<file path="src/rtl/mem_arbiter_pkg.sv">
// mem_arbiter_pkg: shared FSM encoding, owner IDs and helpers for the memory arbiter.
//   IDLE/IFU_BUSY/LSU_BUSY : arbiter state encoding
//   OWN_IFU/OWN_LSU        : bit positions of each requester in the one-hot grant
//   CNT_MAX                : saturation value of the debug busy counter
//   ifu_word()             : selects the 32-bit instruction word from a 64-bit beat
package mem_arbiter_pkg;

    localparam logic [1:0] IDLE     = 2'd0;
    localparam logic [1:0] IFU_BUSY = 2'd1;
    localparam logic [1:0] LSU_BUSY = 2'd2;

    localparam int OWN_IFU = 0;
    localparam int OWN_LSU = 1;

    localparam logic [15:0] CNT_MAX = 16'hFFFF;

    function automatic logic [31:0] ifu_word(input logic sel_hi, input logic [63:0] beat);
        return sel_hi ? beat[63:32] : beat[31:0];
    endfunction

endpackage

</file>
<file path="src/rtl/mem_arbiter_pick.sv">
// arb_pick: combinational two-way picker producing a one-hot grant.
//   ifu_req, lsu_req : requests
//   ptr              : 0 favours LSU on a tie, 1 favours IFU
//   gnt              : one-hot grant, bit OWN_LSU / OWN_IFU
module arb_pick
    import mem_arbiter_pkg::*;
(
    input  logic       ifu_req,
    input  logic       lsu_req,
    input  logic       ptr,
    output logic [1:0] gnt
);

    assign gnt[OWN_LSU] = lsu_req & (~ifu_req | ~ptr);
    assign gnt[OWN_IFU] = ifu_req & (~lsu_req | ptr);

endmodule

</file>
<file path="src/rtl/mem_arbiter.sv">
// mem_arbiter: arbitrates IFU fetches and LSU loads/stores onto one memory port.
//   clk, rstn                     : clock, asynchronous active-low reset
//   ifu_req/addr -> gnt/done/rdata: fetch requester (32-bit word from addr[2])
//   lsu_req/wen/addr/wdata/wlen   : load/store requester -> gnt/done/rdata
//   mm_req/wen/addr/wdata/wlen    : memory request, held until mm_ack
//   mm_ack/mm_rdata               : memory completion and read data
// Define ARB_ROUND_ROBIN_EN for alternating priority; default is LSU-over-IFU.
module mem_arbiter
    import mem_arbiter_pkg::*;
#(
    parameter int AW = 64,
    parameter int DW = 64
) (
    input  logic          clk,
    input  logic          rstn,
    input  logic          ifu_req,
    input  logic [AW-1:0] ifu_addr,
    output logic          ifu_gnt,
    output logic          ifu_done,
    output logic [31:0]   ifu_rdata,
    input  logic          lsu_req,
    input  logic          lsu_wen,
    input  logic [AW-1:0] lsu_addr,
    input  logic [DW-1:0] lsu_wdata,
    input  logic [3:0]    lsu_wlen,
    output logic          lsu_gnt,
    output logic          lsu_done,
    output logic [DW-1:0] lsu_rdata,
    output logic          mm_req,
    output logic          mm_wen,
    output logic [AW-1:0] mm_addr,
    output logic [DW-1:0] mm_wdata,
    output logic [3:0]    mm_wlen,
    input  logic          mm_ack,
    input  logic [DW-1:0] mm_rdata
);

    logic [1:0]  state;
    logic [1:0]  pick;
    logic        ptr;
    logic        idle;
    logic [15:0] busy_cnt;

    assign idle = state == IDLE;

`ifdef ARB_ROUND_ROBIN_EN
    // Remember who won last so a tie next time goes to the other side.
    always_ff @(posedge clk or negedge rstn) begin
        if (!rstn)
            ptr <= 1'b0;
        else if (idle && |pick)
            ptr <= pick[OWN_LSU];
    end
`else
    assign ptr = 1'b0;
`endif

    arb_pick u_pick (
        .ifu_req (ifu_req),
        .lsu_req (lsu_req),
        .ptr     (ptr),
        .gnt     (pick)
    );

    // Grants are combinational in IDLE; gating with rstn keeps them low in reset.
    assign ifu_gnt = rstn & idle & pick[OWN_IFU];
    assign lsu_gnt = rstn & idle & pick[OWN_LSU];

    // The mm_* registers double as the capture registers: they are loaded on
    // grant and only mm_req/mm_wen are cleared on completion.
    always_ff @(posedge clk or negedge rstn) begin
        if (!rstn) begin
            state     <= IDLE;
            mm_req    <= 1'b0;
            mm_wen    <= 1'b0;
            mm_addr   <= '0;
            mm_wdata  <= '0;
            mm_wlen   <= '0;
            ifu_done  <= 1'b0;
            lsu_done  <= 1'b0;
            ifu_rdata <= '0;
            lsu_rdata <= '0;
            busy_cnt  <= '0;
        end else begin
            ifu_done <= 1'b0;
            lsu_done <= 1'b0;
            if (idle) begin
                if (lsu_gnt) begin
                    state    <= LSU_BUSY;
                    mm_req   <= 1'b1;
                    mm_wen   <= lsu_wen;
                    mm_addr  <= lsu_addr;
                    mm_wdata <= lsu_wdata;
                    mm_wlen  <= lsu_wlen;
                    busy_cnt <= '0;
                end else if (ifu_gnt) begin
                    state    <= IFU_BUSY;
                    mm_req   <= 1'b1;
                    mm_wen   <= 1'b0;
                    mm_addr  <= ifu_addr;
                    busy_cnt <= '0;
                end
            end else begin
                if (busy_cnt != CNT_MAX)
                    busy_cnt <= busy_cnt + 16'd1;
                if (mm_ack) begin
                    state  <= IDLE;
                    mm_req <= 1'b0;
                    mm_wen <= 1'b0;
                    if (state == IFU_BUSY) begin
                        ifu_done  <= 1'b1;
                        ifu_rdata <= ifu_word(mm_addr[2], mm_rdata[63:0]);
                    end else begin
                        lsu_done  <= 1'b1;
                        lsu_rdata <= mm_wen ? '0 : mm_rdata;
                    end
                end
            end
        end
    end

endmodule

</file>
<file path="config.mk">
export PLATFORM = sky130hd
export DESIGN_NAME = mem_arbiter
export DESIGN_NICKNAME = d
export VERILOG_FILES = /design/src/rtl/mem_arbiter_pkg.sv /design/src/rtl/mem_arbiter_pick.sv /design/src/rtl/mem_arbiter.sv
export SDC_FILE = /design/constraint.sdc
export NUM_CORES = 1
export LEC_CHECK = 0
export ABC_AREA = 1
export CORE_AREA = 5 5 189 191
export DETAILED_ROUTE_END_ITERATION = 6
export DIE_AREA = 0 0 194 196
export PLACE_DENSITY_LB_ADDON = 0.25
export SYNTH_ARGS = -nofsm -noshare
export SYNTH_HDL_FRONTEND = slang
export SYNTH_SLANG_ARGS = --single-unit
</file>
<file path="constraint.sdc">
create_clock -name clk -period 1.9 [get_ports clk]
set_input_delay 0.38 -clock clk [delete_from_list [all_inputs] [get_ports clk]]
set_output_delay 0.38 -clock clk [all_outputs]
set_load 0.1 [all_outputs]
</file>
==> results.json <==
{
  "layout.nets": 2007,
  "worst_r2r_endpoint": "mm_addr[2]",
  "hp-class": "in2async",
  "drv_slew": 0,
  "slew_headroom_pct": 54.17,
  "violations": "negative hold slack, negative setup slack",
  "fill_cells": 3179,
  "timing_hold_violations_final": 8,
  "antenna_left": 0,
  "antenna_found_initial": 9,
  "place.gp.congestion": 0.8486,
  "drive_gt1_share_pct": 18.93,
  "outcome": "finished, violations left",
  "routedWlPerCell_um": 17.71,
  "cts.sinks": 234,
  "fp-row-count": 68,
  "yosys_warnings": 0,
  "overflow": 0,
  "path_class": "reg2out",
  "r2r_slack_ns": 0.14,
  "max_slew.worst_pin.slew_ns": 0.6875,
  "wl_mm": 39.22,
  "vias": 10040,
  "cts_tree": "done",
  "setup_viol": 2,
  "cts_root_buf": "clkbuf_16",
  "dp.cells": 2156,
  "fp.dieH_um": 196,
  "dieArea_sq_um": 38020,
  "core_sq_um": 33950,
  "arrival_ns": 1.69,
  "reg2reg_from": "state[0]",
  "ys_ff_latch": 234,
  "first_global_vias": 10410,
  "rsz0062_at_grt": "true",
  "areaGrowthSynthToFinish_pct": 66.95,
  "drt_pass1_iterations": 5,
  "hpwl_mm": 29.22,
  "die_w_um": 194,
  "clk_pin_slew_ns": 0.06,
  "setup_ws_ns": -0.1737,
  "port_buffers": 499,
  "holdWs_ns": -0.01636,
  "max_freq_mhz": 482.2,
  "cp-start-kind": "flip-flop",
  "critPathSlowestCell": "dfrtp_1",
  "r2r_cells": 9,
  "avgSynthCellArea_sq_um": 8.123,
  "clockBufferDepth": 3,
  "netlist_area_sq_um": 10190,
  "period_needed_ns": 2.074,
  "crit_required_ns": 1.52,
  "syn_inst": 1255,
  "num_antenna_cells": 0,
  "endpoint_kind": "primary output",
  "ys_types": 18,
  "insertion_delay_ns": 0.53,
  "max_stage_delay_ns": 0.42,
  "cp_num_buf_inv": 2,
  "grt_usage_pct": 19.95,
  "dr.first_iter.drc_count": 552,
  "drc": 0,
  "stdcell_count": 2214,
  "start_util_pct": 30.03,
  "cp_top_family": "simple AND/OR/NAND/NOR gates",
  "crit_fanout": 4,
  "fin_skew_ns": 0.01449,
  "pre_cts_slack_ns": 0.06328,
  "drv_cap": 0,
  "crit_chain": "nor2_4, nand4_1, clkinvlp_4, buf_12",
  "cts-buffers-inserted": 26,
  "grt_max_degree": 115,
  "io_pins": 500,
  "fin_crit_sh_pct": 109.1,
  "post_drt_via_cell_ratio": 4.534,
  "grt_pass1_wl_mm": 60.86,
  "ctsHtreeMaxLevel": 1,
  "yosysSeqAreaShare_pct": 57.44,
  "utilization_pct": 50.14,
  "syn_nets": 1521
}
registers in the layout, summed over array words and instances (netlist names):
name and count:
state 2, mm_addr 64, lsu_rdata 64, mm_wlen 4
ifu_done 1, ifu_rdata 32, mm_wdata 64, lsu_done 1
mm_wen 1, mm_req 1
worst reg2reg max path, delay by kind of cell, from the launching register on:
family                 cells  cell delay, ns
buffers and inverters      3            0.52
DFF                        1            0.42
and+or+nand+nor            6            0.72
layer usage:
layer,global-route usage [%],wire length (um)
met1,23.55,15080
met2,33.64,18820
met3,7.402,3590
met4,6.979,1591
met5,0,138
cell type report:
type	count	area (sq um)	share of cell area (%)
sequential	234	5861	34.43
clock buffer	39	780.7	4.587
clock inverter	7	110.1	0.6469
timing repair buffer	548	5737	33.71
inverter	38	148.9	0.8748
tap	455	569.3	3.345
multi-input combinational	893	3814	22.41
cells in the mapped netlist, drive strengths merged:
master	instances	share of area, %
buf	55	2.8
inv	38	1.4
nand2	628	23
o211ai	1	0.12
clkbuf	35	1.3
nand4	65	4.0
a21oi	64	3.1
o21ai	33	1.6
nor2	66	2.5
o31ai	32	2.4
dfrtp	234	57
nand3	4	0.25
repair_timing:
item	4_1_cts	5_1_grt
hold buffers	2	0
pin swaps	3	2
endpoints found under the hold margin	8	0
endpoints found under the setup margin	3	2
gates resized for setup	4	0
setup buffers	7	3
kinds of logic (layout without fill, tap and decap cells):
kind of cell | after synthesis | after routing | share of synthesized area [%]
simple gates | 763 | 763 | 29.86
flops | 234 | 234 | 57.44
compound gates | 130 | 130 | 7.241
buf+inv | 128 | 632 | 5.462
placed cells by master (no fill, tap or decap), types with 2 or more instances in the layout:
cell,count
nand2_1,627
clkdlybuf4s50_1,263
dfrtp_1,232
buf_4,204
buf_12,76
nand4_1,65
nor2_1,64
a21oi_1,64
inv_1,35
o21ai_0,33
o31ai_1,32
clkbuf_16,27
clkbuf_8,6
clkbuf_1,6
clkinv_2,4
nand3_1,3
bufinv_16,3
nor2_4,2
dlygate4sd3_1,2
how the worst max path moves through the flow:
stage	start	endpoint	slack [ns]	depth (start not counted)
2_1_floorplan	mm_addr[2]	ifu_rdata[22]	0.02	5
3_3_place_gp	ifu_req	ifu_gnt	0.09	4
5_1_grt	state[0]	ifu_gnt	-0.28	4
3_5_place_dp	ifu_req	ifu_gnt	0.06	4
6_report	state[0]	ifu_gnt	-0.17	4
4_1_cts	state[1]	ifu_gnt	-0.21	4
metrics by stage:
step,cell area [sq um],setup TNS (ns),hold slack [ns]
after CTS,17000,-0.4131,0.02650
after global placement,16020,0,0.2246
after floorplan,10200,0,0.08441
final,17020,-0.3343,-0.01636
after global routing,17020,-0.5206,0.01045
after detailed placement,16020,0,0.2296
Power is not shown: default switching activity piles up to over one toggle a cycle in this logic, so the estimate is an artifact.
